$ cat config.mk
export PLATFORM = sky130hd
export DESIGN_NAME = lmem_arbiter
export DESIGN_NICKNAME = d
export VERILOG_FILES = /design/src/rtl/lmem_arbiter.sv
export SDC_FILE = /design/constraint.sdc
export NUM_CORES = 1
export LEC_CHECK = 0
export CORE_MARGIN = 1.5
export CORE_UTILIZATION = 37
export CTS_BUF_LIST = sky130_fd_sc_hd__clkbuf_16
export CTS_CLUSTER_SIZE = 12
export DETAILED_ROUTE_END_ITERATION = 10
export PLACE_DENSITY = 0.81
export SKIP_CTS_REPAIR_TIMING = 1
export SLEW_MARGIN = 30
export SYNTH_ARGS = -nofsm -noshare
export SYNTH_HDL_FRONTEND = slang
export SYNTH_SLANG_ARGS = --single-unit
export TNS_END_PERCENT = 10
$ cat constraint.sdc
create_clock -name clk -period 3.4 [get_ports clk]
set_input_delay 0.34 -clock clk [delete_from_list [all_inputs] [get_ports clk]]
set_output_delay 0.34 -clock clk [all_outputs]
set_load 0.005 [all_outputs]
$ cat src/rtl/lmem_arbiter.sv
// Round-robin arbiter sharing the single layer-memory port among NREQ requesters.
// Optional locked-run arbitration is enabled by defining LMEM_ARB_LOCK_EN.
module lmem_arbiter #(
  parameter int NREQ = 3,
  parameter int AW   = 12,
  parameter int DW   = 20
) (
  input  logic                 clk,
  input  logic                 reset,
  input  logic [NREQ-1:0]      req,
  input  logic [NREQ-1:0]      req_we,
  input  logic [3*NREQ-1:0]    req_sel,
  input  logic [AW*NREQ-1:0]   req_addr,
  input  logic [DW*NREQ-1:0]   req_wdata,
`ifdef LMEM_ARB_LOCK_EN
  input  logic [NREQ-1:0]      req_lock,
`endif
  output logic [NREQ-1:0]      gnt,
  output logic [NREQ-1:0]      rvalid,
  output logic [DW-1:0]        rdata,
  output logic                 busy,
  output logic                 cwr,
  output logic                 crd,
  output logic [2:0]           csel,
  output logic [AW-1:0]        caddr_wr,
  output logic [AW-1:0]        caddr_rd,
  output logic [DW-1:0]        cdata_wr,
  input  logic [DW-1:0]        cdata_rd
);

  localparam int IW = $clog2(NREQ);

  logic [IW-1:0] rr_ptr;
  logic [IW-1:0] rr_ptr_nxt;
  logic          gnt_any;
  logic [IW-1:0] gnt_idx;
  logic          lock_hit;

  // Return pipeline carries only who asked and whether a read is in flight.
  logic          p1_valid;
  logic [IW-1:0] p1_idx;

`ifdef LMEM_ARB_LOCK_EN
  logic          last_valid;
  logic [IW-1:0] last_idx;
  logic [4:0]    run_cnt;

  // A locked run keeps the previous winner for at most 16 consecutive grants.
  assign lock_hit = last_valid && req_lock[last_idx] && req[last_idx] && (run_cnt < 5'd16);
`else
  assign lock_hit = 1'b0;
`endif

  // NOTE: every combinational output gets a default before any branch, so no
  // path leaves a signal unassigned and no latch is inferred.
  always_comb begin
    gnt_any    = 1'b0;
    gnt_idx    = '0;
    gnt        = '0;
    rr_ptr_nxt = rr_ptr;
    // Walk from farthest to nearest so the candidate closest to rr_ptr wins.
    for (int k = NREQ - 1; k >= 0; k--) begin
      logic [IW-1:0] cand;
      cand = IW'((int'(rr_ptr) + k) % NREQ);
      if (req[cand]) begin
        gnt_any = 1'b1;
        gnt_idx = cand;
      end
    end
`ifdef LMEM_ARB_LOCK_EN
    if (lock_hit) begin
      gnt_any = 1'b1;
      gnt_idx = last_idx;
    end
`endif
    if (gnt_any) begin
      gnt[gnt_idx] = 1'b1;
      if (!lock_hit) begin
        rr_ptr_nxt = (gnt_idx == IW'(NREQ - 1)) ? '0 : IW'(gnt_idx + 1'b1);
      end
    end
  end

  // NOTE: sequential state uses non-blocking assignments so every register
  // samples pre-edge values regardless of statement order.
  always_ff @(posedge clk or posedge reset) begin
    if (reset) begin
      rr_ptr   <= '0;
      cwr      <= 1'b0;
      crd      <= 1'b0;
      csel     <= '0;
      caddr_wr <= '0;
      caddr_rd <= '0;
      cdata_wr <= '0;
      p1_valid <= 1'b0;
      p1_idx   <= '0;
      rvalid   <= '0;
      busy     <= 1'b0;
    end else begin
      rr_ptr <= rr_ptr_nxt;
      cwr    <= gnt_any &&  req_we[gnt_idx];
      crd    <= gnt_any && !req_we[gnt_idx];
      if (gnt_any) begin
        csel <= req_sel[3*gnt_idx +: 3];
        if (req_we[gnt_idx]) begin
          caddr_wr <= req_addr[AW*gnt_idx +: AW];
          cdata_wr <= req_wdata[DW*gnt_idx +: DW];
        end else begin
          caddr_rd <= req_addr[AW*gnt_idx +: AW];
        end
      end
      p1_valid <= gnt_any && !req_we[gnt_idx];
      p1_idx   <= gnt_idx;
      rvalid   <= '0;
      if (p1_valid) begin
        rvalid[p1_idx] <= 1'b1;
      end
      // cwr/crd mark a command in its T+1 cycle, so this covers T+1 and T+2.
      busy <= gnt_any || cwr || crd;
    end
  end

`ifdef LMEM_ARB_LOCK_EN
  always_ff @(posedge clk or posedge reset) begin
    if (reset) begin
      last_valid <= 1'b0;
      last_idx   <= '0;
      run_cnt    <= '0;
    end else begin
      last_valid <= gnt_any;
      last_idx   <= gnt_idx;
      if (gnt_any) begin
        run_cnt <= lock_hit ? run_cnt + 5'd1 : 5'd1;
      end
    end
  end
`endif

  assign rdata = cdata_rd;

endmodule

==> metrics.cfg, run 1 <==
[power_and_ir_drop]
ir_worst_vdd_v=0.000593
power_per_cell_area_nw_per_um2=1080
p_leak_nw=2.31
p_total_mw=5.77

[clock_network]
clk_latency_ns=0.32
cts.sinks=57
root_buffer=clkbuf_16
tritoncts=built
numCtsBuffers=9
path_clk_slew_ns=0.05
cts_buffer_depth=2
htree_levels=3

[timing]
finClkSkew_ns=0.00600
drv_slew=0
finalHoldViolCount=0
whs_ns=0.381
period_minus_slack_ns=3.26
tns_ns=0
max_freq_ghz=0.306
worst_slew_pin_slew_ns=0.518
fin_crit_sh=0.960
slew_headroom=0.654
setup_viol=0

[placement]
place.gp.congestion=0.780
dp_hpwl_mm=7.20
port-buffer-count=168
post-place-cells=554

[setup_path]
max_stage_delay_ns=0.52
path_cells=inv_1 > ha_1 > mux2i_1 > o22ai_1 > o31ai_4 > buf_6 > nand2_1 > nor2_1 > clkdlybuf4s50_1
path_max_fanout=16
end_kind=output pin
r2r-start=rr_ptr[1]
cp-startpoint=rr_ptr[1]
critPathTopFamily=buffers and inverters
critical_path_buf_inv_count=3
cp-start-kind=register
crit_type=register to output pin
cp.arrival_ns=2.92
critPathSlowestCell=clkdlybuf4s50_1
worst_ep_required_time_ns=3.06

[finish]
syn2layout_area_growth_pct=59.7
fillers=728
antenna_cells=0
final_common_cell=clkdlybuf4s50_1
final_nets=597
final_cell_mix=168 x clkdlybuf4s50_1, 57 x dfrtp_1, 39 x mux2i_1
layout-drive-gt1-share=0.107
final_cells=574

[yosys]
async_flop_share=1.00
synth_nets=444
synth_compound_gate_area_share=0.106
ys_ff_latch=57
muxShareOfSynthArea=0.271
synthAdderAreaFrac=0.0112
ys_warn_count=0
ys.flop_type=dfrtp_1
synth_top_family_by_area=multiplexers
syn_inst=308
yosys.area_share.simple=0.0963
syn_avg_cell_area_um2=10.9
synth_edf_count=0
yosys.area_share.xor_xnor=0
netlist_area_um2=3350
synth_cell_type_count=36
seq_area_frac_synth=0.426

[global_routing]
grt_pass1_wl_mm=15.0
grt_pass1_vias=3046
grt_overflow=0
grt_max_degree=34
grt_usage=0.198
antenna_found_initial=0

[die]
die_width_um=98.2
dieArea_um2=9640
core_area_um2=8760
num_rows=34
ios=209
die_h_um=98.2
initial_core_util=0.382

[detailed_routing]
drtAntennaViolNets=0
wl_mm=9.60
drt-initial-drc-count=78
num_vias=2969
post_drt_wl_per_cell_um=16.7
drt_pre_antenna_iters=4
viasPerCell=5.17
drc=0

[job]
max_cap_viol_count=0

[min_path]
holdCritPathClass=primary input to asynchronous set/reset pin

[run_status]
status=completed

## cell type report
| class | count | area (µm²) | area share |
|---|---|---|---|
| inverters | 7 | 26.3 | 0.00491 |
| clock inverters | 7 | 110 | 0.0206 |
| flip-flops and latches | 57 | 1430 | 0.266 |
| well taps | 108 | 135 | 0.0252 |
| multi-input cells | 202 | 1620 | 0.303 |
| clock buffers | 9 | 225 | 0.0421 |
| repair buffers | 184 | 1810 | 0.337 |
## worst reg2reg max path, delay by kind of cell (launching register included)
| kind | cells | cell delay, ns |
|---|---|---|
| muxes | 3 | 0.86 |
| DFF | 1 | 0.41 |
| buffers and inverters | 3 | 0.55 |
| adders and majority gates | 1 | 0.36 |
| and+or+nand+nor | 1 | 0.38 |
| AOI/OAI and AO/OA | 2 | 0.44 |
## flip-flops by register name, indices dropped and copies added (netlist names)
name / cells
p1_idx: 2
caddr_wr: 12
cwr: 1
csel: 3
rr_ptr: 2
busy: 1
crd: 1
caddr_rd: 12
rvalid: 3
cdata_wr: 20
## Yosys cell counts, drive strengths merged, types with 2 or more instances
cell | instances | area share
clkbuf | 10 | 0.011
mux2 | 46 | 0.15
nor3 | 2 | 0.0030
clkinv | 2 | 0.0022
nor3b | 3 | 0.0067
a211oi | 2 | 0.0082
buf | 32 | 0.071
nand3 | 32 | 0.048
and3b | 2 | 0.0052
inv | 5 | 0.0056
o22ai | 2 | 0.0037
a221o | 2 | 0.0060
o21ai | 37 | 0.055
ha | 3 | 0.011
mux2i | 39 | 0.12
nand2 | 8 | 0.011
nor2 | 8 | 0.0090
nand2b | 4 | 0.0075
o31ai | 2 | 0.0086
dfrtp | 57 | 0.43
## report_power, final
group          internal, mW  leakage [nW]  switching, mW  total [mW]
Clock                 0.708         0.164          0.297        1.00
Combinational          1.89          1.46           1.63        3.52
Sequential             1.06         0.687          0.178        1.24
Total                  3.66          2.31           2.11        5.77
## stage by stage
step	instance area, µm²	setup slack (ns)	utilization
floorplan	3350	0.723	-
global placement	4980	0.408	0.569
detailed placement	4980	0.277	0.569
CTS	5320	-0.0872	0.607
global route	5350	-0.0422	0.611
finish	5350	0.137	0.611
## routing by layer
metal / share of wire / vias to the layer above / wire length, µm / GRT usage
li1: - / 1397 / - / -
met1: 0.39 / 1441 / 3720 / 0.218
met2: 0.52 / 108 / 5010 / 0.357
met3: 0.068 / 23 / 649 / 0.0537
met4: 0.023 / 0 / 217 / 0.0834
met5: 0 / - / 0 / 0
## path summary, 6_finish.rpt
path / to / slack (ns) / cells past startpoint
max: gnt[0] / 0.14 / 9
max in group asynchronous: rr_ptr[1] / 2.20 / 3
max reg2reg: cdata_wr[19] / 0.30 / 10
min reg2reg: rvalid[0] / 0.44 / 1
min: cdata_wr[3] / 0.38 / 2
min in group clk: rvalid[0] / 0.44 / 1
## cell families (layout without fill, tap and decap cells)
group / after synthesis / after routing
fa+ha+maj: 3 / 3
flops: 57 / 57
mux: 85 / 85
simple gates: 61 / 61
compound gates: 53 / 53
buf+inv: 49 / 207
Power figures use the tool's default switching activity.
==> inputs of run 2 (changes only) <==
Settings changed: ABC_AREA from default to 1, CORE_MARGIN 1.5 to 2, CORE_UTILIZATION 37 to 38, PLACE_DENSITY 0.81 to 0.82, SETUP_SLACK_MARGIN from default to 0.1.
==> run 2 against run 1 <==
Net effect:
- combinational power is 32% higher
- fmax rose by 6.0%
- routed wire length grew 20%
- largest cell class unchanged
- largest power group unchanged
==> metrics.cfg, run 2 <==
[run_status]
status=completed  ; unchanged

[global_routing]
grt_pass1_vias=3759  ; was 3,046
grt_overflow=0  ; unchanged
grt_max_degree=39  ; was 34
grt_usage=0.230  ; was 0.198
antenna_found_initial=0  ; unchanged
grt_pass1_wl_mm=18.1  ; was 15.0 mm

[timing]
fin_crit_sh=0.905  ; was 0.960
slew_headroom=0.545  ; was 0.654
finalWorstSetupSlack_ns=0.322  ; was 0.137 ns
worst_slew_pin_slew_ns=0.681  ; was 0.518 ns
drv_slew=0  ; unchanged
tns_ns=0  ; unchanged
period_minus_slack_ns=3.08  ; was 3.26 ns
finClkSkew_ns=0.00641  ; was 0.00600 ns
finalHoldViolCount=0  ; unchanged
rsz0062_at_grt=false
setup_viol=0  ; unchanged
max_freq_ghz=0.325  ; was 0.306 GHz

[yosys]
yosysMostFrequentCell=nand2_1  ; was dfrtp_1
synth_edf_count=0  ; unchanged
synth_nets=612  ; was 444
synth.area.top_cells=dfrtp_1 41%, nand3_1 17%, nand2_1 17%  ; was dfrtp_1 43%, mux2i_1 12%, mux2_1 11%
netlist_top_cells_count=157 x nand2_1, 120 x nand3_1, 57 x dfrtp_1  ; was 57 x dfrtp_1, 39 x mux2i_1, 37 x o21ai_0
yosysTopAreaCellShare=0.413  ; was 0.426
synth_cell_type_count=22  ; was 36
ys.flop_type=dfrtp_1  ; unchanged
ys_warn_count=0  ; unchanged
netlist_area_um2=3460  ; was 3350 µm²
syn_inst=476  ; was 308
seq_area_frac_synth=0.413  ; was 0.426
syn_avg_cell_area_um2=7.26  ; was 10.9 µm²
ys_ff_latch=57  ; unchanged
yosysTopAreaCell=dfrtp_1  ; unchanged
async_flop_share=1.00  ; unchanged

[placement]
port-buffer-count=168  ; unchanged
place.gp.congestion=0.830  ; was 0.780
dp_hpwl_mm=8.54  ; was 7.20 mm
post-place-cells=707  ; was 554
dp_slack_ns=0.497  ; was 0.277 ns

[detailed_routing]
viasPerCell=5.27  ; was 5.17
wl_mm=11.5  ; was 9.60 mm
drtAntennaViolNets=0  ; unchanged
post_drt_wl_per_cell_um=15.9  ; was 16.7 µm
drt_pre_antenna_iters=5  ; was 4
drc=0  ; unchanged
drt-initial-drc-count=109  ; was 78
num_vias=3803  ; was 2,969

[job]
max_cap_viol_count=0  ; unchanged

[setup_path]
cp-start-kind=register  ; unchanged
worst_ep_required_time_ns=3.06  ; about the same
end_kind=output pin  ; unchanged
path_max_fanout=19  ; was 16
crit_type=register to output pin  ; unchanged
cp.arrival_ns=2.74  ; was 2.92 ns

[clock_network]
cts.sinks=57  ; unchanged
path_clk_slew_ns=0.05  ; about the same
cts_buffer_depth=2  ; unchanged
root_buffer=clkbuf_16  ; unchanged
htree_levels=3  ; unchanged
numCtsBuffers=9  ; unchanged
tritoncts=built  ; unchanged
clk_latency_ns=0.31  ; was 0.32 ns

[finish]
layout-drive-gt1-share=0.0586  ; was 0.107
largest_reg_flops=20  ; unchanged
antenna_cells=0  ; unchanged
final_cell_mix=168 x clkdlybuf4s50_1, 157 x nand2_1, 119 x nand3_1  ; was 168 x clkdlybuf4s50_1, 57 x dfrtp_1, 39 x mux2i_1
final_cells=722  ; was 574
final_nets=746  ; was 597
top_regs=cdata_wr (20), caddr_rd (12), caddr_wr (12)  ; unchanged
syn2layout_area_growth_pct=52.8  ; was 59.7%
largest-register=cdata_wr  ; unchanged
final_common_cell=clkdlybuf4s50_1  ; unchanged

[die]
core_area_um2=8760  ; unchanged
initial_core_util=0.394  ; was 0.382
ios=209  ; unchanged
dieArea_um2=9870  ; was 9640 µm²
num_rows=34  ; unchanged
die_h_um=99.4  ; was 98.2 µm
die_width_um=99.4  ; was 98.2 µm

[min_path]
holdCritPathClass=register to register  ; was primary input to asynchronous set/reset pin

[power_and_ir_drop]
ir_worst_vdd_v=0.000620  ; was 0.000593 V
p_leak_nw=2.52  ; was 2.31 nW
power_per_cell_area_nw_per_um2=1280  ; was 1080 nW/µm²

[run 2: cell types whose count changed after synthesis, sizes merged, moves of 3 or more]
cell	previous run	this run
mux2i	39	0
o21ai	37	6
nand4	0	34
nand2b	4	0
mux2	46	0
clkbuf	10	13
buf	32	41
nand3	32	123
nor2	8	13
inv	5	20
nand2	8	163
[run 2: kinds of logic after synthesis]
logic type / after synthesis / synth area share
DFF: 57 / 0.413
AOI/OAI and AO/OA: 7 / 0.0105
adders and majority gates: 3 / 0.0109
buffers and inverters: 74 / 0.121
and+or+nand+nor: 335 / 0.445
[run 2: routing by layer]
metal / up-vias / routed length (µm) / track usage
met1: 1766 / 4380 / 0.264
met3: 24 / 1060 / 0.0534
li1: 1845 / - / -
met2: 168 / 5870 / 0.415
met5: - / 0 / 0
met4: 0 / 188 / 0.0864
[run 2: path summary, 6_finish.rpt]
kind | start | cells after the start | to | slack (ns)
worst max-delay path | rr_ptr[0] | 8 | gnt[0] | 0.32
worst min-delay path | p1_idx[1] | 1 | rvalid[1] | 0.44
max in group asynchronous | reset | 3 | caddr_rd[5] | 2.14
worst max register to register | rr_ptr[0] | 13 | cdata_wr[2] | 0.50
worst min register to register | p1_idx[1] | 1 | rvalid[1] | 0.44
min in group asynchronous | reset | 2 | busy | 0.46
[run 2: layout make-up]
type,count,area [µm²]
well taps,108,135
clock inverters,6,51.3
clock buffers,9,225
fillers,810,3480
multi-input cells,345,1620
inverters,20,75.1
flip-flops and latches,57,1430
repair buffers,177,1750
[run 2: through the flow]
step                      instance area (µm²)  hold slack (ns)  utilization  total power, mW
final                                    5280            0.437        0.603             6.74
after global routing                     5280            0.484        0.603             7.38
after CTS                                5280            0.441        0.603             6.79
after detailed placement                 5000            0.433        0.571             5.95
after global placement                   5000            0.424        0.571             5.74
after floorplan                          3460            0.415            -             4.43
[run 2: report_power, final]
group	internal (mW)	total [mW]	switching, mW	leakage, nW
clock	0.550	0.824	0.274	0.141
sequential	1.07	1.26	0.197	0.708
combinational	1.76	4.66	2.90	1.67
total	3.38	6.74	3.37	2.52
[run 2: worst max-delay path: stages (launching register included)]
cell,delay [ns]
dfrtp_1,0.39
inv_1,0.08
ha_1,0.36
inv_2,0.09
o21ai_0,0.30
nand3_2,0.42
inv_1,0.26
nor2_1,0.07
clkdlybuf4s50_1,0.46
